<file path="src/rtl/pueo_sched_pkg.sv">
`default_nettype none
// +----------------------------------------------------------------------+
// | pueo_sched_pkg                                                       |
// | Shared types and constants for the PUEO run/trigger scheduler.       |
// | Rev 1.0 - initial release                                            |
// +----------------------------------------------------------------------+
package pueo_sched_pkg;

  typedef enum logic [1:0] {
    IDLE  = 2'd0,
    RST   = 2'd1,
    RUN   = 2'd2,
    DRAIN = 2'd3
  } sched_state_t;

  localparam int RST_LEN   = 4;
  localparam int EVCNT_W   = 32;
  localparam int DROPCNT_W = 16;
  localparam int RST_CNT_W = $clog2(RST_LEN);

endpackage
`default_nettype wire

</file>
<file path="src/rtl/pueo_buf_tracker.sv">
`default_nettype none
// +----------------------------------------------------------------------+
// | pueo_buf_tracker                                                     |
// | Outstanding-event counter with full/empty flags and sticky underflow.|
// | Rev 1.0 - initial release                                            |
// +----------------------------------------------------------------------+
module pueo_buf_tracker #(
  parameter int NBUF  = 4,
  parameter int OCC_W = $clog2(NBUF + 1)
) (
  input  logic             clk,
  input  logic             rst,
  input  logic             i_inc,
  input  logic             i_dec,
  input  logic             i_clr_underflow,
  output logic [OCC_W-1:0] o_occupancy,
  output logic             o_full,
  output logic             o_empty,
  output logic             o_underflow
);

  logic [OCC_W-1:0] r_occ;
  logic             r_underflow;
  logic             w_empty;

  assign w_empty = (r_occ == '0);

  always_ff @(posedge clk) begin
    if (rst) begin
      r_occ       <= '0;
      r_underflow <= 1'b0;
    end else begin
      if (i_inc && !i_dec) begin
        r_occ <= r_occ + 1'b1;
      end else if (!i_inc && i_dec && !w_empty) begin
        r_occ <= r_occ - 1'b1;
      end
      // A done that coincides with a new acceptance never underflows.
      r_underflow <= (r_underflow & ~i_clr_underflow) | (i_dec & ~i_inc & w_empty);
    end
  end

  assign o_occupancy = r_occ;
  assign o_full      = (r_occ == OCC_W'(NBUF));
  assign o_empty     = w_empty;
  assign o_underflow = r_underflow;

endmodule
`default_nettype wire

</file>
<file path="src/rtl/pueo_trig_scheduler.sv">
`default_nettype none
// +----------------------------------------------------------------------+
// | pueo_trig_scheduler                                                  |
// | Run sequencer and trigger gate (occupancy + holdoff) in ifclk domain.|
// | Holdoff gate built only when PUEO_SCHED_HOLDOFF_EN is defined.       |
// | Rev 1.0 - initial release                                            |
// +----------------------------------------------------------------------+
module pueo_trig_scheduler
  import pueo_sched_pkg::*;
#(
  parameter int NBUF    = 4,
  parameter int HOLDOFF = 16,
  parameter int TIME_W  = 16
) (
  input  logic                       ifclk_i,
  input  logic                       ifclk_rst_i,
  input  logic                       run_start_i,
  input  logic                       run_stop_i,
  output logic                       run_rst_o,
  output logic                       running_o,
  output logic                       busy_o,
  input  logic [TIME_W-1:0]          trig_req_time_i,
  input  logic                       trig_req_valid_i,
  output logic [TIME_W-1:0]          trig_time_o,
  output logic                       trig_time_valid_o,
  input  logic                       readout_done_i,
  output logic [$clog2(NBUF+1)-1:0]  occupancy_o,
  output logic [EVCNT_W-1:0]         event_count_o,
  output logic [DROPCNT_W-1:0]       drop_count_o,
  output logic                       underflow_o
);

  localparam int OCC_W = $clog2(NBUF + 1);

  sched_state_t          r_state;
  sched_state_t          w_state_nxt;
  logic [RST_CNT_W-1:0]  r_rst_cnt;
  logic                  w_enter_rst;
  logic                  w_accept;
  logic                  w_drop;
  logic                  w_full;
  logic                  w_empty;
  logic                  w_holdoff_ok;
  logic [TIME_W-1:0]     r_trig_time;
  logic                  r_trig_valid;
  logic [EVCNT_W-1:0]    r_event_count;
  logic [DROPCNT_W-1:0]  r_drop_count;
  logic                  w_unused_time_lsb;

  assign w_unused_time_lsb = &{1'b0, trig_req_time_i[1:0]};

  always_ff @(posedge ifclk_i) begin
    if (ifclk_rst_i) begin
      r_state   <= IDLE;
      r_rst_cnt <= '0;
    end else begin
      r_state   <= w_state_nxt;
      r_rst_cnt <= (r_state == RST) ? r_rst_cnt + 1'b1 : '0;
    end
  end

  always_comb begin
    w_state_nxt = r_state;
    run_rst_o   = 1'b0;
    running_o   = 1'b0;
    busy_o      = 1'b1;
    case (r_state)
      IDLE: begin
        busy_o = 1'b0;
        if (run_start_i) w_state_nxt = RST;
      end
      RST: begin
        run_rst_o = 1'b1;
        if (r_rst_cnt == RST_CNT_W'(RST_LEN - 1)) w_state_nxt = RUN;
      end
      RUN: begin
        running_o = 1'b1;
        if (run_stop_i) w_state_nxt = DRAIN;
      end
      DRAIN: begin
        // Registered occupancy: a stop at zero still spends one cycle here.
        if (w_empty) w_state_nxt = IDLE;
      end
      default: w_state_nxt = IDLE;
    endcase
  end

  assign w_enter_rst = (r_state == IDLE) && run_start_i;
  assign w_accept    = (r_state == RUN) && trig_req_valid_i && !w_full && w_holdoff_ok;
  assign w_drop      = (r_state == RUN) && trig_req_valid_i && !w_accept;

`ifdef PUEO_SCHED_HOLDOFF_EN
  localparam int HO_W = $clog2(HOLDOFF + 1);
  logic [HO_W-1:0] r_holdoff;

  always_ff @(posedge ifclk_i) begin
    if (ifclk_rst_i) begin
      r_holdoff <= '0;
    end else if (w_accept) begin
      r_holdoff <= HO_W'(HOLDOFF - 1);
    end else if (r_holdoff != '0) begin
      r_holdoff <= r_holdoff - 1'b1;
    end
  end

  assign w_holdoff_ok = (r_holdoff == '0);
`else
  // HOLDOFF has no effect in this build; only occupancy gates triggers.
  assign w_holdoff_ok = 1'b1 | (HOLDOFF < 0);
`endif

  always_ff @(posedge ifclk_i) begin
    if (ifclk_rst_i) begin
      r_trig_valid  <= 1'b0;
      r_trig_time   <= '0;
      r_event_count <= '0;
      r_drop_count  <= '0;
    end else begin
      r_trig_valid <= w_accept;
      if (w_accept) r_trig_time <= {trig_req_time_i[TIME_W-1:2], 2'b00};
      if (w_enter_rst) begin
        r_event_count <= '0;
        r_drop_count  <= '0;
      end else begin
        if (w_accept) r_event_count <= r_event_count + 1'b1;
        if (w_drop && (r_drop_count != '1)) r_drop_count <= r_drop_count + 1'b1;
      end
    end
  end

  pueo_buf_tracker #(
    .NBUF  (NBUF),
    .OCC_W (OCC_W)
  ) u_buf_tracker (
    .clk             (ifclk_i),
    .rst             (ifclk_rst_i),
    .i_inc           (w_accept),
    .i_dec           (readout_done_i),
    .i_clr_underflow (w_enter_rst),
    .o_occupancy     (occupancy_o),
    .o_full          (w_full),
    .o_empty         (w_empty),
    .o_underflow     (underflow_o)
  );

  assign trig_time_o       = r_trig_time;
  assign trig_time_valid_o = r_trig_valid;
  assign event_count_o     = r_event_count;
  assign drop_count_o      = r_drop_count;

endmodule
`default_nettype wire

</file>
<file path="config.mk">
export PLATFORM = sky130hd
export DESIGN_NAME = pueo_trig_scheduler
export DESIGN_NICKNAME = d
export VERILOG_FILES = /design/src/rtl/pueo_sched_pkg.sv /design/src/rtl/pueo_buf_tracker.sv /design/src/rtl/pueo_trig_scheduler.sv
export SDC_FILE = /design/constraint.sdc
export NUM_CORES = 1
export LEC_CHECK = 0
export CORE_MARGIN = 3
export CORE_UTILIZATION = 48
export DETAILED_ROUTE_END_ITERATION = 7
export GPL_TIMING_DRIVEN = 0
export PLACE_DENSITY = 0.79
export SYNTH_ARGS = -nofsm -noshare
export SYNTH_HDL_FRONTEND = slang
export SYNTH_SLANG_ARGS = --single-unit
</file>
<file path="constraint.sdc">
create_clock -name ifclk_i -period 2.55 [get_ports ifclk_i]
set_clock_uncertainty 0.2 [all_clocks]
set_input_delay 0.51 -clock ifclk_i [delete_from_list [all_inputs] [get_ports ifclk_i]]
set_output_delay 0.51 -clock ifclk_i [all_outputs]
set_load 0.05 [all_outputs]
</file>
# After elaboration in Yosys (flattened, before gate mapping)
# Cells that the tools add are included.
[op_classes]
addsub = 5
n_eq_ne = 10
n_mux = 10
bitwise = 7
reduce_logical = 18
[op_table]
columns = ["cell", "count"]
rows = [
  ["adder 32 x 1 -> 32 bit, second input constant", 1],
  ["adder 16 x 1 -> 16 bit, second input constant", 1],
  ["inequality test 16 bit, second input constant", 1],
  ["logical AND 1 bit", 8],
  ["2-to-1 mux 2 bit", 4],
  ["case mux 2 bit (4 select lines)", 1],
  ["== test 2 bit, second input constant", 3],
  ["2-to-1 mux 3 bit", 2],
  ["zero test 1 bit", 4],
  ["inequality test 2 x 1 -> 1 bit, second input constant", 2],
  ["inequality test 2 bit, second input constant", 2],
  ["AND reduction 4 bit", 1],
  ["OR reduction 2 bit", 2],
  ["adder 3 x 1 -> 3 bit, second input constant", 1],
  ["bitwise AND 1 bit", 3],
  ["== test 3 bit, second input constant", 1],
  ["zero test 3 bit", 1],
  ["2-to-1 mux 1 bit", 3],
  ["NOT 1 bit", 3],
  ["subtractor 3 x 1 -> 3 bit, second input constant", 1],
  ["adder 2 x 1 -> 2 bit, second input constant", 1],
  ["== test 2 x 1 -> 1 bit, second input constant", 1],
  ["zero test 2 bit", 1],
  ["nonzero test 2 bit", 1],
  ["bitwise OR 1 bit", 1],
]
[word_totals]
regBits = 71
inputBits = 22
output_inout_bits = 72
elab_cells = 58

# Longest topological paths before layout
[logic_depth]
word_depth = 8
depth_mapped = 9
mapped_depth_nobuf = 9

# Modules after synthesis
# From an unflattened synthesis, not the netlist that was laid out.
[unflattened]
cells_unflattened = 409
area_unflattened_um2 = 3415.8
[modules_own_cells]
columns = ["mod", "instances", "cells_per_inst", "area_per_inst_um2", "seq_area_each_um2"]
rows = [
  ["pueo_trig_scheduler", 1, 381, 3163.0, 1341.3],
  ["pueo_buf_tracker", 1, 28, 252.7, 80.1],
]

# Worst setup path after synthesis
# No wires, ideal clock.
[synth_timing]
path_type = "register to register"
start = "register r_state[0]"
end = "register u_buf_tracker.r_occ[2] (netlist: u_buf_tracker.o_occupancy[2])"
setup_time_ns = 0.128
t_arrival_ns = 2.338
required_ns = 2.222
slack_ns = -0.115
path_stages_with_launch = 10
path_buffers = 0
synth_period_minus_slack_ns = 2.665
cell_sequence = "dfxtp_1 > inv_1 > ha_1 > and2_1 > nand3_1 > fa_1 > a2111oi_2 > a31oi_1 > xor2_1 > nor2_1"
[synth_between]
elab_chain_cells = 7
elab_cells_between_ends = 9
classes_between = "eq/ne: 1; mux: 1; reduce/logical: 7"
[synth_lines]
columns = ["item", "line_no", "text"]
rows = [
  ["start, declared", "pueo_trig_scheduler.sv:35", "sched_state_t r_state;"],
  ["start signal, assigned", "pueo_trig_scheduler.sv:57", "r_state <= w_state_nxt;"],
  ["== test 2 bit *", "pueo_trig_scheduler.sv:89", "assign w_accept = (r_state == RUN) && trig_req_valid_i && !w_full && w_holdoff_ok;"],
  ["logical AND 1 bit * (2 in series)", "pueo_trig_scheduler.sv:89", ""],
  ["zero test 1 bit", "pueo_buf_tracker.sv:35", "end else if (!i_inc && i_dec && !w_empty) begin"],
  ["logical AND 1 bit (2 in series)", "pueo_buf_tracker.sv:35", ""],
  ["nonzero test 2 bit (no source line)", "n/a", ""],
  ["end signal, assigned", "pueo_buf_tracker.sv:34", "r_occ <= r_occ + 1'b1;"],
  ["end signal, assigned", "pueo_buf_tracker.sv:36", "r_occ <= r_occ - 1'b1;"],
  ["end, declared", "pueo_buf_tracker.sv:22", "logic [OCC_W-1:0] r_occ;"],
]
# Every way passes the cells marked *; elsewhere a longest branch is shown, timed or not.
# A chain may end at the register's enable or synchronous reset.

# Final worst setup path
[layout_timing]
start = "register r_event_count[6] (netlist: event_count_o[6])"
end = "output port event_count_o[6]"
[layout_lines]
columns = ["item", "line_no", "text"]
rows = [
  ["start, declared", "pueo_trig_scheduler.sv:46", "logic [EVCNT_W-1:0] r_event_count;"],
  ["start signal, assigned", "pueo_trig_scheduler.sv:125", "if (w_accept) r_event_count <= r_event_count + 1'b1;"],
  ["end, declared", "pueo_trig_scheduler.sv:28", "output logic [EVCNT_W-1:0] event_count_o,"],
]
# No word-level cell between the ends.

==> qor.txt <==
synthesized area: 0.00337 mm²
CP Launch Type: flip-flop
Worst slew margin: 0.366
final hold viol count: 0
Critical Path AT: 1.70 ns
outcome: finished, final reports clean
Non-Filler Instances: 581
register area share after synthesis: 0.422
PnR Total Power: 3.16 mW
gr usage total: 0.203
layout cells sized above 1: 0.117
Psw: 1.11 mW
max-cap violation count: 0
fraction of registers with async set/reset: 0
Post-CTS Repair Setup Buffers: 0
Peak Freq: 416 MHz
number of diodes: 0
H-tree lvl count: 3
Vias: 3029
DRT Pass-1 Iters: 4
Reg power frac: 0.398
RSZ-0062 raised after global routing: false
DR vias/cell: 5.21
delay-heaviest family, CP: buffers and inverters
largest net degree at the start of global routing: 13
area growth from synthesis to layout: 36.6%
Final setup viols: 0
switch share: 0.352
I/O pins: 94
initial antenna violation count: 0
initial core utilization: 0.512
placed cell count: 565
clk slew on worst S/H paths: 0.08 ns
total grt overflow: 0
Crit. End Element: primary output
slowest cell delay on critical path: 0.86 ns
CP Launch Point: event_count_o[6]
Top FF cell, synth: dfxtp_1
Root Buffer Master: clkbuf_8
Nets: 513
Hold Worst Slack: 0.232 ns
CTS max path bufs: 2
Final min period: 2.41 ns
CTS tree: done
port bufs: 88
synth warn: 0
Final Cycle Share: 0.944
Pint: 2.05 mW
HP Class: reg -> reg
Yosys top cell area share: 0.422
hpwl dp: 5810 µm
clock share of power: 0.308
Buffers & Inverters on Critical Path: 1
worst r2r src: r_state[0]
Worst Path Max Fanout: 8
Post-synth EDFFs: 0
Slew Limit Fails: 0
first-pass GRT wire length: 13600 µm
hold_buf cts: 0
drt initial violations: 99
Critical Path RT: 1.84 ns
die area: 0.00805 mm²
Leak: 1.55 nW
Cells after Synth: 383
Crit-path slowest cell: clkdlybuf4s50_1
Placeable Area: 0.00657 mm²
Syn Area/Cell: 8.79 µm²
vias in the first global route: 2927
RePlAce Congestion: 0.846
setup TNS: 0 ns
Worst-Margin Slew: 0.943 ns
power density cells: 687 mW/mm²
WL per Instance: 13.7 µm
post-synth cell types: 51
Die W: 89.7 µm
Post-route DRC: 0
Sink Count: 71
die height: 89.7 µm
#FFs+latches synth: 71
Worst Min Path Start: r_rst_cnt[0]
row cnt: 29
post-synth top area cell: dfxtp_1
CTS Buf Count: 9
WS Path Type: reg -> out
combinational share of power: 0.294
count leader, synth: dfxtp_1
Peak VDD IR: 0.483 mV
final wirelength: 7980 µm
Synth top cells by count: dfxtp_1, nor2_1, nand2_1
worst path cell trace: clkdlybuf4s50_1
Routed Antenna Nets: 0
clk_lat worst skew: 0.35 ns
cells taking the most area after synthesis: dfxtp_1, xnor2_1, nor2_1
-- repair_timing --
action                     4_1_cts  5_1_grt
setup endpoints to repair        2        2
pin swaps                        0        0
gates cloned                     0        0
resized for setup                2        6
-- sequential cells by signal, summed over array words and instances (netlist names) --
name                       count
r_rst_cnt                      2
r_state                        2
u_buf_tracker.o_occupancy      3
trig_time_o                   14
event_count_o                 32
drop_count_o                  16
trig_time_valid_o              1
u_buf_tracker.o_underflow      1
-- worst paths after layout --
check             cells after the start                            to  slack [ns]
setup / recovery                      1              event_count_o[6]        0.14
hold / removal                        1                  r_rst_cnt[0]        0.23
setup reg to reg                      9  u_buf_tracker.o_occupancy[2]        0.23
hold reg to reg                       1                  r_rst_cnt[0]        0.23
-- cells in the final DEF (no fill, tap or decap), types with 5 or more instances in the layout --
cell / n
clkdlybuf4s50_1: 85
dfxtp_1: 69
nor2_1: 53
nand2_1: 52
xnor2_1: 26
a21oi_1: 24
nand4_1: 13
xor2_1: 12
nand3_1: 11
clkbuf_1: 10
nor4_2: 9
o21ai_0: 9
clkbuf_8: 9
inv_1: 7
and4_1: 7
nor3_1: 6
ha_1: 6
or3_1: 5
-- stage by stage --
stage                     worst slack (ns)  utilization  cell area [µm²]
after floorplan                     0.0235            -             3370
after global placement              -0.215        0.665             4370
after detailed placement            -0.240        0.665             4370
after CTS                           0.0432        0.697             4580
after global routing                0.0137        0.700             4600
final                                0.144        0.700             4600
-- cell type report --
type                            instances  area, µm²
Fill cell                             520       1970
Multi-Input combinational cell        285       1830
Sequential cell                        71       1420
Timing Repair Buffer                   88        881
Clock buffer                           10        128
Tap cell                               93        116
Buffer                                 20        108
Clock inverter                          6       85.1
Inverter                                8       30.0
-- logic make-up (layout without fill, tap and decap cells) --
| group | Yosys count | count (layout) | synth area share |
|---|---|---|---|
| flip-flops | 71 | 71 | 0.422 |
| multiplexers | 1 | 1 | 0.00297 |
| buffers and inverters | 28 | 132 | 0.0401 |
| adder cells (fa/ha/maj) | 8 | 8 | 0.0320 |
| other | 1 | 2 | 0.00111 |
| AO/OA/AOI/OAI | 50 | 50 | 0.0911 |
| XOR/XNOR | 38 | 38 | 0.0989 |
| AND/OR/NAND/NOR | 186 | 186 | 0.312 |
-- routing by layer --
layer,GRT usage,vias up,share of wire
li1,-,1529,-
met1,0.252,1401,0.44
met2,0.324,88,0.46
met3,0.0726,11,0.082
met4,0.0805,0,0.015
met5,0,-,0
-- power groups by stage --
stage | clock network, mW | logic, mW | registers (mW)
2_1_floorplan | 0 | 0.482 | 1.44
3_3_place_gp | 0 | 0.910 | 1.27
3_5_place_dp | 0 | 0.926 | 1.28
4_1_cts | 0.997 | 0.916 | 1.25
6_report | 0.973 | 0.930 | 1.26
5_1_grt | 1.05 | 1.02 | 1.27
Power figures use the tool's default switching activity.
